`config.mk`:
```
export PLATFORM = sky130hd
export DESIGN_NAME = dmem_arbiter_flat
export DESIGN_NICKNAME = d
export VERILOG_FILES = /design/src/rtl/dmem_arbiter_if.sv /design/src/rtl/dmem_arbiter.sv /design/src/flat_wrapper.sv
export SDC_FILE = /design/constraint.sdc
export NUM_CORES = 1
export LEC_CHECK = 0
export CORE_MARGIN = 2
export CORE_UTILIZATION = 42
export CTS_CLUSTER_SIZE = 14
export DETAILED_ROUTE_END_ITERATION = 10
export PLACE_DENSITY = 0.85
export SLEW_MARGIN = 20
export SYNTH_ARGS = -nofsm -noshare
export SYNTH_HDL_FRONTEND = slang
export SYNTH_SLANG_ARGS = --single-unit
```
`constraint.sdc`:
```
create_clock -name clock -period 5.1 [get_ports clock]
set_input_delay 1.275 -clock clock [delete_from_list [all_inputs] [get_ports clock]]
set_output_delay 1.275 -clock clock [all_outputs]
set_load 0.01 [all_outputs]
```
`src/rtl/dmem_arbiter_if.sv`:
```
// Requester and data-memory signal bundle for dmem_arbiter.
// slave is the arbiter's view; master is the requesters plus memory.
interface dmem_arbiter_if #(
  parameter int ADDR_W = 16,
  parameter int DATA_W = 16
);
  logic              m0_req;
  logic              m0_we;
  logic [ADDR_W-1:0] m0_addr;
  logic [DATA_W-1:0] m0_wdata;
  logic              m0_gnt;
  logic              m0_done;
  logic [DATA_W-1:0] m0_rdata;

  logic              m1_req;
  logic              m1_we;
  logic [ADDR_W-1:0] m1_addr;
  logic [DATA_W-1:0] m1_wdata;
  logic              m1_gnt;
  logic              m1_done;
  logic [DATA_W-1:0] m1_rdata;

  logic              mem_en;
  logic              mem_rd;
  logic [ADDR_W-1:0] mem_addr;
  logic [DATA_W-1:0] mem_din;
  logic [DATA_W-1:0] mem_dout;

  modport slave (
    input  m0_req, m0_we, m0_addr, m0_wdata,
    output m0_gnt, m0_done, m0_rdata,
    input  m1_req, m1_we, m1_addr, m1_wdata,
    output m1_gnt, m1_done, m1_rdata,
    output mem_en, mem_rd, mem_addr, mem_din,
    input  mem_dout
  );

  modport master (
    output m0_req, m0_we, m0_addr, m0_wdata,
    input  m0_gnt, m0_done, m0_rdata,
    output m1_req, m1_we, m1_addr, m1_wdata,
    input  m1_gnt, m1_done, m1_rdata,
    input  mem_en, mem_rd, mem_addr, mem_din,
    output mem_dout
  );
endinterface

```
`src/rtl/dmem_arbiter.sv`:
```
// Round-robin arbiter sharing the LC3 data memory port between the
// MemAccess path (m0) and the debug/preload loader (m1).
//
// state | meaning
// IDLE  | no access in flight; winner's gnt is combinational
// ISSUE | registered mem_en strobe for the latched access
// WAIT  | MEM_LAT cycles of memory latency; read data captured on the last
// RESP  | one-cycle done to the winner; round-robin pointer flips
module dmem_arbiter #(
  parameter int ADDR_W  = 16,
  parameter int DATA_W  = 16,
  parameter int MEM_LAT = 1
) (
  input  logic          clock,
  input  logic          reset,
  dmem_arbiter_if.slave bus,
  output logic          busy
);
  localparam int CNT_W = (MEM_LAT > 1) ? $clog2(MEM_LAT) : 1;

  typedef enum logic [1:0] {S_IDLE, S_ISSUE, S_WAIT, S_RESP} state_t;

  state_t            state_q, state_d;
  logic [CNT_W-1:0]  cnt_q, cnt_d;
  logic              rr_q, rr_d;
  logic              id_q, id_d;
  logic              we_q, we_d;
  logic [ADDR_W-1:0] addr_q, addr_d;
  logic [DATA_W-1:0] wdata_q, wdata_d;
  logic              mem_en_q, mem_en_d;
  logic              mem_rd_q, mem_rd_d;
  logic [ADDR_W-1:0] mem_addr_q, mem_addr_d;
  logic [DATA_W-1:0] mem_din_q, mem_din_d;
  logic [DATA_W-1:0] rdata0_q, rdata0_d;
  logic [DATA_W-1:0] rdata1_q, rdata1_d;

  logic              any_req;
  logic              pick1;
  logic              win_we;
  logic [ADDR_W-1:0] win_addr;
  logic [DATA_W-1:0] win_wdata;
  logic              gnt0, gnt1, done0, done1;

  // rr_q set means m1 is favoured when both ports request
  always_comb begin
    any_req   = bus.m0_req | bus.m1_req;
    pick1     = bus.m1_req & (~bus.m0_req | rr_q);
    win_we    = pick1 ? bus.m1_we    : bus.m0_we;
    win_addr  = pick1 ? bus.m1_addr  : bus.m0_addr;
    win_wdata = pick1 ? bus.m1_wdata : bus.m0_wdata;
  end

  always_comb begin
    state_d    = state_q;
    cnt_d      = cnt_q;
    rr_d       = rr_q;
    id_d       = id_q;
    we_d       = we_q;
    addr_d     = addr_q;
    wdata_d    = wdata_q;
    mem_en_d   = 1'b0;
    mem_rd_d   = 1'b0;
    mem_addr_d = '0;
    mem_din_d  = '0;
    rdata0_d   = rdata0_q;
    rdata1_d   = rdata1_q;
    gnt0       = 1'b0;
    gnt1       = 1'b0;
    done0      = 1'b0;
    done1      = 1'b0;

    case (state_q)
      S_IDLE: begin
        if (any_req) begin
          gnt0       = ~pick1;
          gnt1       = pick1;
          id_d       = pick1;
          we_d       = win_we;
          addr_d     = win_addr;
          wdata_d    = win_wdata;
          mem_en_d   = 1'b1;
          mem_rd_d   = ~win_we;
          mem_addr_d = win_addr;
          mem_din_d  = win_wdata;
          state_d    = S_ISSUE;
        end
      end
      S_ISSUE: begin
        cnt_d   = CNT_W'(MEM_LAT - 1);
        state_d = S_WAIT;
      end
      S_WAIT: begin
        if (cnt_q == '0) begin
          if (!we_q) begin
            if (id_q) rdata1_d = bus.mem_dout;
            else      rdata0_d = bus.mem_dout;
          end
          state_d = S_RESP;
        end else begin
          cnt_d = cnt_q - 1'b1;
        end
      end
      S_RESP: begin
        done0   = ~id_q;
        done1   = id_q;
        rr_d    = ~id_q;
        state_d = S_IDLE;
      end
      default: state_d = S_IDLE;
    endcase
  end

  always_ff @(posedge clock or negedge reset) begin
    if (!reset) begin
      state_q    <= S_IDLE;
      cnt_q      <= '0;
      rr_q       <= 1'b0;
      id_q       <= 1'b0;
      we_q       <= 1'b0;
      addr_q     <= '0;
      wdata_q    <= '0;
      mem_en_q   <= 1'b0;
      mem_rd_q   <= 1'b0;
      mem_addr_q <= '0;
      mem_din_q  <= '0;
      rdata0_q   <= '0;
      rdata1_q   <= '0;
    end else begin
      state_q    <= state_d;
      cnt_q      <= cnt_d;
      rr_q       <= rr_d;
      id_q       <= id_d;
      we_q       <= we_d;
      addr_q     <= addr_d;
      wdata_q    <= wdata_d;
      mem_en_q   <= mem_en_d;
      mem_rd_q   <= mem_rd_d;
      mem_addr_q <= mem_addr_d;
      mem_din_q  <= mem_din_d;
      rdata0_q   <= rdata0_d;
      rdata1_q   <= rdata1_d;
    end
  end

  assign bus.m0_gnt   = gnt0;
  assign bus.m1_gnt   = gnt1;
  assign bus.m0_done  = done0;
  assign bus.m1_done  = done1;
  assign bus.m0_rdata = rdata0_q;
  assign bus.m1_rdata = rdata1_q;
  assign bus.mem_en   = mem_en_q;
  assign bus.mem_rd   = mem_rd_q;
  assign bus.mem_addr = mem_addr_q;
  assign bus.mem_din  = mem_din_q;
  assign busy         = (state_q != S_IDLE);
endmodule

```
`src/flat_wrapper.sv`:
```
// flat-port wrapper written by rule: the top's interface ports become plain ports
module dmem_arbiter_flat 
#(
  parameter int ADDR_W  = 16,
  parameter int DATA_W  = 16,
  parameter int MEM_LAT = 1
)
  (clock, reset, busy, bus_m0_req, bus_m0_we, bus_m0_addr, bus_m0_wdata, bus_m0_gnt, bus_m0_done, bus_m0_rdata, bus_m1_req, bus_m1_we, bus_m1_addr, bus_m1_wdata, bus_m1_gnt, bus_m1_done, bus_m1_rdata, bus_mem_en, bus_mem_rd, bus_mem_addr, bus_mem_din, bus_mem_dout);
  dmem_arbiter_if #(.ADDR_W(ADDR_W), .DATA_W(DATA_W)) bus_i ();
  input  logic clock;
  input  logic reset;
  output logic busy;
  input wire logic [$bits(bus_i.m0_req)-1:0] bus_m0_req;
  input wire logic [$bits(bus_i.m0_we)-1:0] bus_m0_we;
  input wire logic [$bits(bus_i.m0_addr)-1:0] bus_m0_addr;
  input wire logic [$bits(bus_i.m0_wdata)-1:0] bus_m0_wdata;
  output wire logic [$bits(bus_i.m0_gnt)-1:0] bus_m0_gnt;
  output wire logic [$bits(bus_i.m0_done)-1:0] bus_m0_done;
  output wire logic [$bits(bus_i.m0_rdata)-1:0] bus_m0_rdata;
  input wire logic [$bits(bus_i.m1_req)-1:0] bus_m1_req;
  input wire logic [$bits(bus_i.m1_we)-1:0] bus_m1_we;
  input wire logic [$bits(bus_i.m1_addr)-1:0] bus_m1_addr;
  input wire logic [$bits(bus_i.m1_wdata)-1:0] bus_m1_wdata;
  output wire logic [$bits(bus_i.m1_gnt)-1:0] bus_m1_gnt;
  output wire logic [$bits(bus_i.m1_done)-1:0] bus_m1_done;
  output wire logic [$bits(bus_i.m1_rdata)-1:0] bus_m1_rdata;
  output wire logic [$bits(bus_i.mem_en)-1:0] bus_mem_en;
  output wire logic [$bits(bus_i.mem_rd)-1:0] bus_mem_rd;
  output wire logic [$bits(bus_i.mem_addr)-1:0] bus_mem_addr;
  output wire logic [$bits(bus_i.mem_din)-1:0] bus_mem_din;
  input wire logic [$bits(bus_i.mem_dout)-1:0] bus_mem_dout;
  assign bus_i.m0_req = bus_m0_req;
  assign bus_i.m0_we = bus_m0_we;
  assign bus_i.m0_addr = bus_m0_addr;
  assign bus_i.m0_wdata = bus_m0_wdata;
  assign bus_m0_gnt = bus_i.m0_gnt;
  assign bus_m0_done = bus_i.m0_done;
  assign bus_m0_rdata = bus_i.m0_rdata;
  assign bus_i.m1_req = bus_m1_req;
  assign bus_i.m1_we = bus_m1_we;
  assign bus_i.m1_addr = bus_m1_addr;
  assign bus_i.m1_wdata = bus_m1_wdata;
  assign bus_m1_gnt = bus_i.m1_gnt;
  assign bus_m1_done = bus_i.m1_done;
  assign bus_m1_rdata = bus_i.m1_rdata;
  assign bus_mem_en = bus_i.mem_en;
  assign bus_mem_rd = bus_i.mem_rd;
  assign bus_mem_addr = bus_i.mem_addr;
  assign bus_mem_din = bus_i.mem_din;
  assign bus_i.mem_dout = bus_mem_dout;
  dmem_arbiter #(.ADDR_W(ADDR_W), .DATA_W(DATA_W), .MEM_LAT(MEM_LAT)) u_core (.clock(clock), .reset(reset), .bus(bus_i), .busy(busy));
endmodule
```
# Yosys cells after proc, flatten, opt, wreduce, memory -nomap -nowiden
# Cells that the tools add are included.
[totals] ram_bits=0 romBits=0 ff_bits=72 latchBits=0 mem_count=0 out_inout_bits=71 inputBits=86
[op_classes] mux=22 n_bitwise=9 n_reduce_logical=7 n_div=0 eq_ne=5 n_lt_le_gt_ge=0 n_addsub=1 n_mul=0 shift=0
[op_table] op="$mux W16" count=6
[op_table] op="$mux W1" count=12
[op_table] op="$pmux W2 S4" count=1
[op_table] op="$reduce_and A4 Y1" count=2
[op_table] op="$not A1 Y1" count=6
[op_table] op="$eq A2 B2 Y1 const B" count=2
[op_table] op="$mux W2" count=2
[op_table] op="$reduce_and A2 Y1" count=2
[op_table] op="$reduce_bool A2 Y1" count=2
[op_table] op="$eq A2 B1 Y1 const B" count=1
[op_table] op="$logic_not A2 Y1" count=1
[op_table] op="$ne A2 B1 Y1 const B" count=1
[op_table] op="$ne A2 B2 Y1 const B" count=1
[op_table] op="$or A1 B1 Y1" count=2
[op_table] op="$pmux W1 S2" count=1
[op_table] op="$and A1 B1 Y1" count=1
[op_table] op="$sub A1 B1 Y1 const B" count=1

# Longest topological paths before layout
[depth] word_depth=7 depth_mapped=6 ltp_nobuf=6

# Worst setup path before layout
# Ideal clock, no wire load.
[synth_timing] path_type="input to output" from="in bus_m0_req" to="out bus_m0_gnt" cell_stages=4 setup_slack_ns=1.934 t_arrival_ns=1.891 required_time_ns=3.825 path_cell_list="nand2b_1 > buf_2 > clkbuf_1 > a21oi_1"
[synth_between] elab_chain_len=6 word_cells_on_any_way=7 classes_between="mux: 2; bitwise: 5"
[synth_lines] item="from (decl)" line_no="flat_wrapper.sv:13" rtl="input wire logic [$bits(bus_i.m0_req)-1:0] bus_m0_req;"
[synth_lines] item="$not A1 Y1" line_no="dmem_arbiter.sv:47" rtl="pick1 = bus.m1_req & (~bus.m0_req | rr_q);"
[synth_lines] item="$or A1 B1 Y1" line_no="dmem_arbiter.sv:47"
[synth_lines] item="$and A1 B1 Y1" line_no="dmem_arbiter.sv:47"
[synth_lines] item="$not A1 Y1" line_no="dmem_arbiter.sv:75" rtl="gnt0 = ~pick1;"
[synth_lines] item="$mux W1 (*)" line_no="dmem_arbiter.sv:74" rtl="if (any_req) begin"
[synth_lines] item="$mux W1 (*)" line_no="dmem_arbiter.sv:72" rtl="case (state_q)"
[synth_lines] item="to (decl)" line_no="flat_wrapper.sv:17" rtl="output wire logic [$bits(bus_i.m0_gnt)-1:0] bus_m0_gnt;"
# Mark *: on every way between the ends. The rest lies on a longest branch, timed or not.

# Final worst setup path
[layout_timing] from="in bus_m1_req" to="out bus_m1_gnt"
[layout_between] elab_chain_len=3 word_cells_on_any_way=4 classes_between="mux: 2; bitwise: 2"
[layout_lines] item="from (decl)" line_no="flat_wrapper.sv:20" rtl="input wire logic [$bits(bus_i.m1_req)-1:0] bus_m1_req;"
[layout_lines] item="$and A1 B1 Y1 / $or A1 B1 Y1 (equally long branches)" line_no="dmem_arbiter.sv:47, dmem_arbiter.sv:46"
[layout_lines] item="$mux W1 (*)" line_no="dmem_arbiter.sv:74"
[layout_lines] item="$mux W1 (*)" line_no="dmem_arbiter.sv:72"
[layout_lines] item="to (decl)" line_no="flat_wrapper.sv:24" rtl="output wire logic [$bits(bus_i.m1_gnt)-1:0] bus_m1_gnt;"
# Marks and branches as above.

==> flow_metrics.py <==
metrics = {
    "outcome": {
        "outcome": "finished, final reports clean",
    },
    "die": {
        "die_area_sq_um": 7792,
        "start_util": 0.4366,
        "chipWidth_um": 88.28,
        "core_sq_um": 6832,
        "fp.dieH_um": 88.28,
        "rows": 30,
        "pin_count": 157,
    },
    "route": {
        "wl_met2_mm": 3.965,
        "routed_wl_mm": 8.003,
        "ant_nets": 0,
        "drt-met1-wl_mm": 3.122,
        "drc": 0,
        "vias_per_cell": 5.018,
        "highest_layer": "met4",
        "wl_met3_um": 699,
        "drtPass1Iterations": 4,
        "wire_per_inst_um": 15.94,
        "drt-initial-drc-count": 63,
        "vias": 2519,
    },
    "critical_path": {
        "setup.worst_path.start": "bus_m1_req",
        "required_ns": 3.83,
        "critPathKind": "in2out",
        "path_buf_inv": 3,
        "cp.depth": 4,
        "path_cells": "clkdlybuf4s50_1, inv_1, nor3_1, clkdlybuf4s50_1",
        "cp_common_cell": "clkdlybuf4s50_1",
        "cp.arrival_ns": 3.06,
        "r2r-start": "u_core.state_q[0]",
        "r2r_cells": 4,
        "critical_path.top_delay_family": "buffers and inverters",
        "start_kind": "input port",
        "end_kind": "primary output",
        "path_max_fanout": 33,
        "cp_slowest_stage_delay_ns": 0.59,
        "worst_path_max_delay_cell": "clkdlybuf4s50_1",
    },
    "timing": {
        "setup_viol": 0,
        "slew_headroom": 0.3380,
        "tightest_slew_ns": 0.9919,
        "maxSlewViolCount": 0,
        "tns_ns": 0,
        "hold_ws_ns": 0.5094,
        "rsz0062_at_grt": "no",
        "fin_crit_sh": 0.8502,
        "fin_crit_ns": 4.336,
        "skew_ns": 0.01004,
        "max_freq_mhz": 230.6,
        "hold_viol": 0,
    },
    "yosys": {
        "ys_seq_area_frac": 0.5956,
        "async_flop_share": 1.000,
        "synth_area_leaders": "dfrtp_1, mux2_2, a21oi_1",
        "yosysUniqueCellTypes": 25,
        "synth_top_family_by_area": "multiplexers",
        "synth-xor-area-share": 0,
        "syn_nets": 338,
        "synthMuxAreaShare": 0.1372,
        "syn_avg_cell_area_sq_um": 12.03,
        "synth.top_cells.by_count": "dfrtp_1, a21oi_1, o21ai_0",
        "ys.flop_type": "dfrtp_1",
        "synth.top_cell.area_share": 0.5956,
        "synth-edff-count": 0,
        "synthesis.area_sq_um": 2983,
        "ys_ff_latch": 71,
        "yosysWarningCount": 0,
        "synth_top_area_cell": "dfrtp_1",
        "synth.most_common_cell": "dfrtp_1",
        "yosys.area_share.adder": 0.01678,
        "synth-simple-area-share": 0.08305,
        "synth-compound-area-share": 0.1258,
        "synthCells": 248,
    },
    "placed_design": {
        "place_hpwl_mm": 5.809,
        "io_buffer_count": 156,
        "gp_congestion": 0.7658,
        "place_inst": 486,
    },
    "finish": {
        "area_growth_syn_to_layout_pct": 60.74,
        "fillers": 529,
        "nets": 491,
        "diodes": 0,
        "fin_cells": 502,
        "drive_gt1_frac": 0.1404,
    },
    "clock_tree": {
        "clock-sinks": 71,
        "cts_buffer_depth": 2,
        "cts_buffers": 9,
        "h-tree-depth": 3,
        "clk_pin_slew_ns": 0.07,
        "cts_tree": "built",
        "clock-root-buffer": "clkbuf_8",
        "holdBufCountCts": 0,
        "cts_resized": 0,
        "clk_latency_ns": 0.34,
        "post_cts_buffers": 0,
    },
    "global_route": {
        "grt_pass1_vias": 2514,
        "antenna_found_initial": 0,
        "grt_overflow": 0,
        "grt_max_degree": 44,
        "grt_pass1_wl_mm": 12.01,
        "grtUsageTotal": 0.2026,
    },
    "power_and_ir_drop": {
        "pwr-share-seq": 0.369,
        "power_w": 0.002384,
        "p_leak_nw": 2.043,
        "p_per_area_nw_per_um2": 497.3,
        "internal_power_w": 0.001645,
        "switching_share": 0.3101,
        "clock_power_share": 0.186,
        "p_comb_frac": 0.445,
        "vdd_drop_max_v": 0.0001940,
        "netSwitchingPower_w": 0.0007394,
    },
    "min_path": {
        "hp-start": "u_core.bus.m1_rdata[2]",
        "worstHoldPathCells": 1,
        "hold_class": "reg2reg",
    },
    "flow_run": {
        "cap_violations": 0,
    },
}
-- stage by stage --
| stage | utilization | setup WS, ns | cell area, sq um |
|---|---|---|---|
| 5_1_grt | 0.7018 | 0.6712 | 4795 |
| 4_1_cts | 0.7018 | 0.7545 | 4795 |
| 2_1_floorplan | - | 1.934 | 2983 |
| 3_3_place_gp | 0.6727 | 0.8021 | 4596 |
| 6_report | 0.7018 | 0.7638 | 4795 |
| 3_5_place_dp | 0.6727 | 0.7597 | 4596 |
-- cell families (layout without fill, tap and decap cells) --
kind of cell	count (synthesis)	count (layout)
flops	71	71
buf+inv	25	183
mux	33	33
compound gates	72	72
fa+ha+maj	4	4
simple gates	43	43
-- placed cells by master (no fill, tap or decap), types with 2 or more instances in the layout --
cell / synthesis / layout
inv_1: 6 / 6
clkdlybuf4s50_1: 0 / 155
o21ai_0: 33 / 33
mux2_4: 10 / 10
a21oi_1: 34 / 34
nor2_1: 2 / 2
clkinv_2: 0 / 2
nand3_1: 32 / 32
ha_1: 4 / 4
dfrtp_1: 71 / 71
mux2_2: 23 / 23
clkbuf_8: 0 / 10
a21o_1: 2 / 2
clkinv_4: 0 / 2
nor3_1: 2 / 2
buf_4: 0 / 5
-- power by group through the flow --
stage	Combinational (W)	Clock (W)	Sequential, W
after global placement	0.00104	0	0.000880
final	0.00106	0.000443	0.000881
after global routing	0.00114	0.000486	0.000905
after CTS	0.00107	0.000455	0.000883
after floorplan	0.000413	0	0.000974
after detailed placement	0.00107	0	0.000893
-- metal layers --
metal,up-vias,GRT usage
met4,0,0.09091
met5,-,0
met3,18,0.06343
li1,1180,-
met2,121,0.3479
met1,1200,0.2323
-- final cells by class --
cell class	instances	area (sq um)	share of cell area
clock buffer	11	141.4	0.02949
clock inverter	5	57.56	0.01200
inverter	6	22.52	0.004697
multi-input combinational	152	1082	0.2257
sequential	71	1777	0.3706
tap	96	120.1	0.02505
timing repair buffer	161	1594	0.3325
-- path summary, 6_finish.rpt --
kind	slack (ns)	to
worst max-delay path	0.76	bus_m1_gnt
worst min-delay path	0.51	u_core.bus.m1_rdata[2]
worst max register to register	2.94	u_core.bus.m0_rdata[11]
worst min register to register	0.51	u_core.bus.m1_rdata[2]
max in group asynchronous	3.17	u_core.bus.mem_addr[11]
min in group asynchronous	0.95	u_core.id_q
-- flip-flops by register name, indices dropped and copies added (netlist names) --
signal	count
u_core.bus.m0_rdata	16
u_core.we_q	1
u_core.bus.mem_en	1
u_core.state_q	2
u_core.bus.mem_addr	16
u_core.bus.mem_din	16
u_core.id_q	1
u_core.rr_q	1
u_core.bus.m1_rdata	16
u_core.bus.mem_rd	1
-- worst reg2reg max path, delay by kind of cell, from the launching register on --
kind          cells  cell delay, ns
buf+inv           1            0.12
fa+ha+maj         1            0.26
flops             1            0.39
simple gates      1            0.86
mux               1            0.43
No activity file was read; power rests on OpenSTA's default activity.
